[src/rtl/gold_sync_det.sv]
// Sliding-window correlator that acquires and tracks a known Gold code period.
// Optional GOLD_SYNC_INV_EN also accepts inverted-polarity peaks and reports the polarity on inv_o.
module gold_sync_det #(
  parameter int           N        = 63,
  parameter int           LENGTH   = $clog2(N),
  parameter logic [N-1:0] REF_SEQ  = '0,
  parameter int           THRESH   = 55,
  parameter int           MISS_MAX = 2
) (
  input  logic                     clkin,
  input  logic                     rstn,
  input  logic                     chip_i,
  input  logic                     chip_valid_i,
  output logic signed [LENGTH+1:0] corr_o,
  output logic                     corr_valid_o,
  output logic                     peak_o,
  output logic                     locked_o,
  output logic [LENGTH-1:0]        phase_o,
  output logic                     inv_o
);

  typedef enum logic {S_SEARCH = 1'b0, S_LOCK = 1'b1} state_t;

  localparam logic [LENGTH:0]          C_FILL_MAX = (LENGTH+1)'(N);
  localparam logic [LENGTH-1:0]        C_PH_LAST  = LENGTH'(N-1);
  localparam logic signed [LENGTH+1:0] C_N        = (LENGTH+2)'(N);
  localparam logic signed [LENGTH+1:0] C_TH       = (LENGTH+2)'(THRESH);
  localparam logic [2:0]               C_MISS_MAX = 3'(MISS_MAX);

  function automatic logic [LENGTH:0] popcount(input logic [N-1:0] v);
    logic [LENGTH:0] s;
    s = '0;
    for (int i = 0; i < N; i++) s = s + {{LENGTH{1'b0}}, v[i]};
    return s;
  endfunction

  function automatic logic [LENGTH:0] fill_sat_inc(input logic [LENGTH:0] f);
    return (f == C_FILL_MAX) ? f : f + 1'b1;
  endfunction

  // Only the N-1 newest chips need storing: the oldest one is shifted out
  // on the same edge the correlation of the next window is registered.
  logic [N-2:0]              r_win_hist;
  logic [LENGTH:0]           r_fill;
  state_t                    r_state;
  logic [2:0]                r_miss;
  logic [LENGTH-1:0]         r_phase;
  logic signed [LENGTH+1:0]  r_corr;
  logic                      r_cv;
  logic                      r_peak;
  logic                      r_inv;

  logic [N-1:0]              w_win_nxt;
  logic [LENGTH:0]           w_fill_nxt;
  logic [LENGTH:0]           w_pc;
  logic signed [LENGTH+1:0]  w_corr_nxt;
  logic                      w_full;
  logic                      w_pos;
  logic                      w_neg;
  logic                      w_hit;
  state_t                    w_state_nxt;
  logic [2:0]                w_miss_nxt;
  logic [LENGTH-1:0]         w_phase_nxt;
  logic                      w_inv_nxt;
  logic                      w_peak_nxt;
  logic                      w_cv_nxt;

  assign w_win_nxt  = {r_win_hist, chip_i};
  assign w_fill_nxt = fill_sat_inc(r_fill);
  assign w_full     = (w_fill_nxt == C_FILL_MAX);
  assign w_pc       = popcount(w_win_nxt ^ REF_SEQ);
  assign w_corr_nxt = C_N - $signed({w_pc, 1'b0});
  assign w_pos      = (w_corr_nxt >= C_TH);
`ifdef GOLD_SYNC_INV_EN
  assign w_neg      = (w_corr_nxt <= -C_TH);
`else
  assign w_neg      = 1'b0;
`endif
  assign w_hit      = r_inv ? w_neg : w_pos;

  always_comb begin
    w_state_nxt = r_state;
    w_miss_nxt  = r_miss;
    w_phase_nxt = r_phase;
    w_inv_nxt   = r_inv;
    w_peak_nxt  = 1'b0;
    w_cv_nxt    = 1'b0;
    if (chip_valid_i) begin
      w_cv_nxt = w_full;
      if (r_state == S_SEARCH) begin
        if (w_full && (w_pos || w_neg)) begin
          w_state_nxt = S_LOCK;
          w_phase_nxt = '0;
          w_miss_nxt  = '0;
          w_peak_nxt  = 1'b1;
`ifdef GOLD_SYNC_INV_EN
          w_inv_nxt   = ~w_pos;
`endif
        end
      end else if (r_phase == C_PH_LAST) begin
        // Period boundary: the only chip where a peak is evaluated while locked.
        w_phase_nxt = '0;
        if (w_hit) begin
          w_peak_nxt = 1'b1;
          w_miss_nxt = '0;
        end else if (r_miss + 3'd1 >= C_MISS_MAX) begin
          w_state_nxt = S_SEARCH;
          w_miss_nxt  = '0;
        end else begin
          w_miss_nxt = r_miss + 3'd1;
        end
      end else begin
        w_phase_nxt = r_phase + 1'b1;
      end
    end
  end

  always_ff @(posedge clkin or negedge rstn) begin
    if (!rstn) begin
      r_win_hist <= '0;
      r_fill     <= '0;
      r_state    <= S_SEARCH;
      r_miss     <= '0;
      r_phase    <= '0;
      r_corr     <= '0;
      r_cv       <= 1'b0;
      r_peak     <= 1'b0;
      r_inv      <= 1'b0;
    end else begin
      r_state <= w_state_nxt;
      r_miss  <= w_miss_nxt;
      r_phase <= w_phase_nxt;
      r_inv   <= w_inv_nxt;
      r_peak  <= w_peak_nxt;
      r_cv    <= w_cv_nxt;
      if (chip_valid_i) begin
        r_win_hist <= w_win_nxt[N-2:0];
        r_fill     <= w_fill_nxt;
        r_corr     <= w_corr_nxt;
      end
    end
  end

  assign corr_o       = r_corr;
  assign corr_valid_o = r_cv;
  assign peak_o       = r_peak;
  assign locked_o     = (r_state == S_LOCK);
  assign phase_o      = r_phase;
  assign inv_o        = r_inv;

endmodule

[config.mk]
export PLATFORM = sky130hd
export DESIGN_NAME = gold_sync_det
export DESIGN_NICKNAME = d
export VERILOG_FILES = /design/src/rtl/gold_sync_det.sv
export SDC_FILE = /design/constraint.sdc
export NUM_CORES = 1
export LEC_CHECK = 0
export CORE_MARGIN = 2
export CORE_UTILIZATION = 35
export DETAILED_ROUTE_END_ITERATION = 12
export PLACE_DENSITY = 0.56
export SKIP_LAST_GASP = 1
export SYNTH_ARGS = -nofsm -noshare
export SYNTH_HDL_FRONTEND = slang
export SYNTH_SLANG_ARGS = --single-unit
export TNS_END_PERCENT = 10
[constraint.sdc]
create_clock -name clkin -period 8.2 [get_ports clkin]
set_input_delay 0.82 -clock clkin [delete_from_list [all_inputs] [get_ports clkin]]
set_output_delay 0.82 -clock clkin [all_outputs]
set_load 0.02 [all_outputs]
==> impl_metrics.ini, run 1 <==
[timing]
fin_crit_sh_pct = 95.92
setup_viol = 0
drv_slew = 0
skew_ns = 0.009314
rsz0062_at_grt = false
hold_viol = 0
tightest_slew_ns = 1.036
timing.final.ws_setup_ns = 0.3343
fmax_mhz = 127.1
finalCriticalPeriod_ns = 7.866
max-slew-margin-rel_pct = 30.95

[clock_tree]
postCtsSetupRepairBufs = 0
hold_buffers = 0
cts-root-buf = clkbuf_16
clk_latency_ns = 0.36
cts_resized = 0
cts_buffer_depth = 2
numClockSinks = 89
h-tree-depth = 3
cts_buffers = 9
clkTransAtPathRegs_ns = 0.06
cts_tree = done

[grt]
gr-total-overflow = 0
antenna_found_initial = 0
grt_pass1_vias = 3301
grt_max_degree = 111
grt_pass1_wl_um = 16390
grt_use_total_pct = 13.20

[cells_and_area]
num-nets-final = 569
regArea_um2 = 2227
drive_gt1_share_pct = 15.73
syn_to_final_growth_pct = 15.60
mostFrequentLayoutCells = 89 x dfrtp_1, 86 x inv_1, 53 x fa_1
mostFrequentLayoutCell = dfrtp_1
multi_input_area_um2 = 2655
n_antenna_cell = 0
fillers = 1358

[critical_path]
path_class = in2reg
worstSetupEndpointType = flop
start_kind = input port
crit_slowest_cell = fa_1
path_cells = clkdlybuf4s50_1 > fa_1 > inv_1 > fa_1 > fa_1 > fa_1 > fa_1 > fa_1 > fa_1 > fa_1 > buf_4 > fa_1 > nand2b_1 > a21oi_1 > a21o_1 > a21oi_1 > ha_1 > and2b_2 > and2b_4 > a2111oi_4 > a31oi_4 > nand2b_4 > a32o_1
cp.required_ns = 8.45
cpPeakStageDelay_ns = 0.54
crit_arrival_ns = 8.11
path_max_fanout = 7
crit_top_cell = fa_1

[die]
die_h_um = 126.6
initial_core_util_pct = 36.07
rows = 44
die_x_um = 126.6
core_area_um2 = 14590
pin_count = 22
die-area_um2 = 16030

[synth]
synth-edff-count = 0
synth_area_um2 = 5263
synth_cells = 461
synth_ff_type = dfrtp_1
synth.distinct_cells = 46
syn_area_per_cell_um2 = 11.42
yosys.area_share.simple_pct = 8.107
synth_fa_ha_area_share_pct = 25.15
synth_top_family_by_area = adder cells
seq_area_frac_synth_pct = 42.32
ys_ff_latch = 89
synthXorXnorAreaFrac_pct = 1.331
synth_fp_nets = 539
async_reset_ff_share_pct = 100.0
synthMuxAreaShare_pct = 7.917
synth_warnings = 0
synth_compound_area_share_pct = 7.870

[placement]
globalplace.congestion = 0.8128
port_buffers = 20
dp_hpwl_um = 6857
pre_cts_slack_ns = -0.08407

[flow_run]
drv_cap = 0

[routing]
via_per_inst = 4.560
first_pass_iters = 5
wl_um = 9290
routedWlPerCell_um = 13.66
drt_iter0_markers = 175
drc = 0
num_vias = 3101
ant_nets = 0

[worst_hold_path]
worstHoldPathType = in2async

[status]
status = complete, no violations
## critical path, delay by kind of cell
family | cells | cell delay [ns]
and+or+nand+nor | 4 | 0.75
AOI/OAI and AO/OA | 6 | 1.15
buffers and inverters | 3 | 0.66
adders and majority gates | 10 | 4.74
## per-layer routing
metal  global-route usage, %  share of wire (%)  wire length (µm)
met5                       0                  0                 0
met4                   6.981                2.6               243
met3                   2.784                2.7               250
met2                   19.72                 45              4194
met1                   18.11                 50              4603
## cells by family (layout without fill, tap and decap cells)
family          count (synthesis)  after routing
compound gates                 66             66
other cells                     1              1
flops                          89             89
fa+ha+maj                      74             74
mux                            37             37
simple gates                   86             86
buf+inv                       100            135
xor+xnor                        8              8
## metrics by stage
step	utilization (%)	hold slack (ns)	cell area, µm²	std cells	setup TNS [ns]
floorplan	-	0.4498	5263	461	0
global placement	39.26	0.4488	5728	664	-0.01807
detailed placement	39.26	0.4580	5728	664	-0.1992
CTS	41.70	0.4556	6083	680	0
global route	41.70	0.4840	6083	680	0
finish	41.70	0.4359	6083	680	0
## cell type report
cell class                 count  share of cell area, %
sequential                    89                  36.61
timing repair buffer          33                  4.813
tap                          184                  3.784
multi-input combinational    272                  43.64
clock buffer                  12                  4.216
inverter                      86                  5.306
clock inverter                 4                  1.625
## Yosys cell counts, drive strengths merged (5+ instances only)
master | instances | area [µm²]
ha | 21 | 262.8
a21oi | 11 | 58.81
o21ai | 38 | 193.9
nand2 | 41 | 153.9
nand3 | 6 | 30.03
inv | 86 | 322.8
nor2 | 14 | 52.55
mux2 | 37 | 416.7
clkbuf | 10 | 37.54
fa | 53 | 1061
xnor2 | 5 | 43.79
dfrtp | 89 | 2227
## registers in the layout, summed over array words and instances (netlist names)
| signal | flops |
|---|---|
| corr_o | 8 |
| corr_valid_o | 1 |
| locked_o | 1 |
| peak_o | 1 |
| phase_o | 6 |
| r_fill | 7 |
| r_miss | 3 |
| r_win_hist | 62 |
## path summary, 6_finish.rpt
path	from	end	slack [ns]	cells past startpoint
worst max register to register	r_win_hist[16]	r_miss[0]	0.75	24
worst min-delay path	rstn	r_fill[5]	0.44	1
worst min register to register	corr_o[0]	corr_o[0]	0.48	1
min in group clkin	corr_o[0]	corr_o[0]	0.48	1
worst max-delay path	chip_i	r_miss[0]	0.33	23
max in group asynchronous	rstn	r_win_hist[3]	6.74	2
Power of run 1 is left out: the tool's default activity adds up to more than one toggle a clock period on the data nets, which glitch-free logic cannot reach.
==> run 2: changes to the inputs <==
- CTS_CLUSTER_DIAMETER: unset -> 100
- CTS_CLUSTER_SIZE: unset -> 14
==> results of run 2 <==
No change in the layout: final DEF, timing and power equal those of run 1.
Power of run 2 is left out for the same reason.
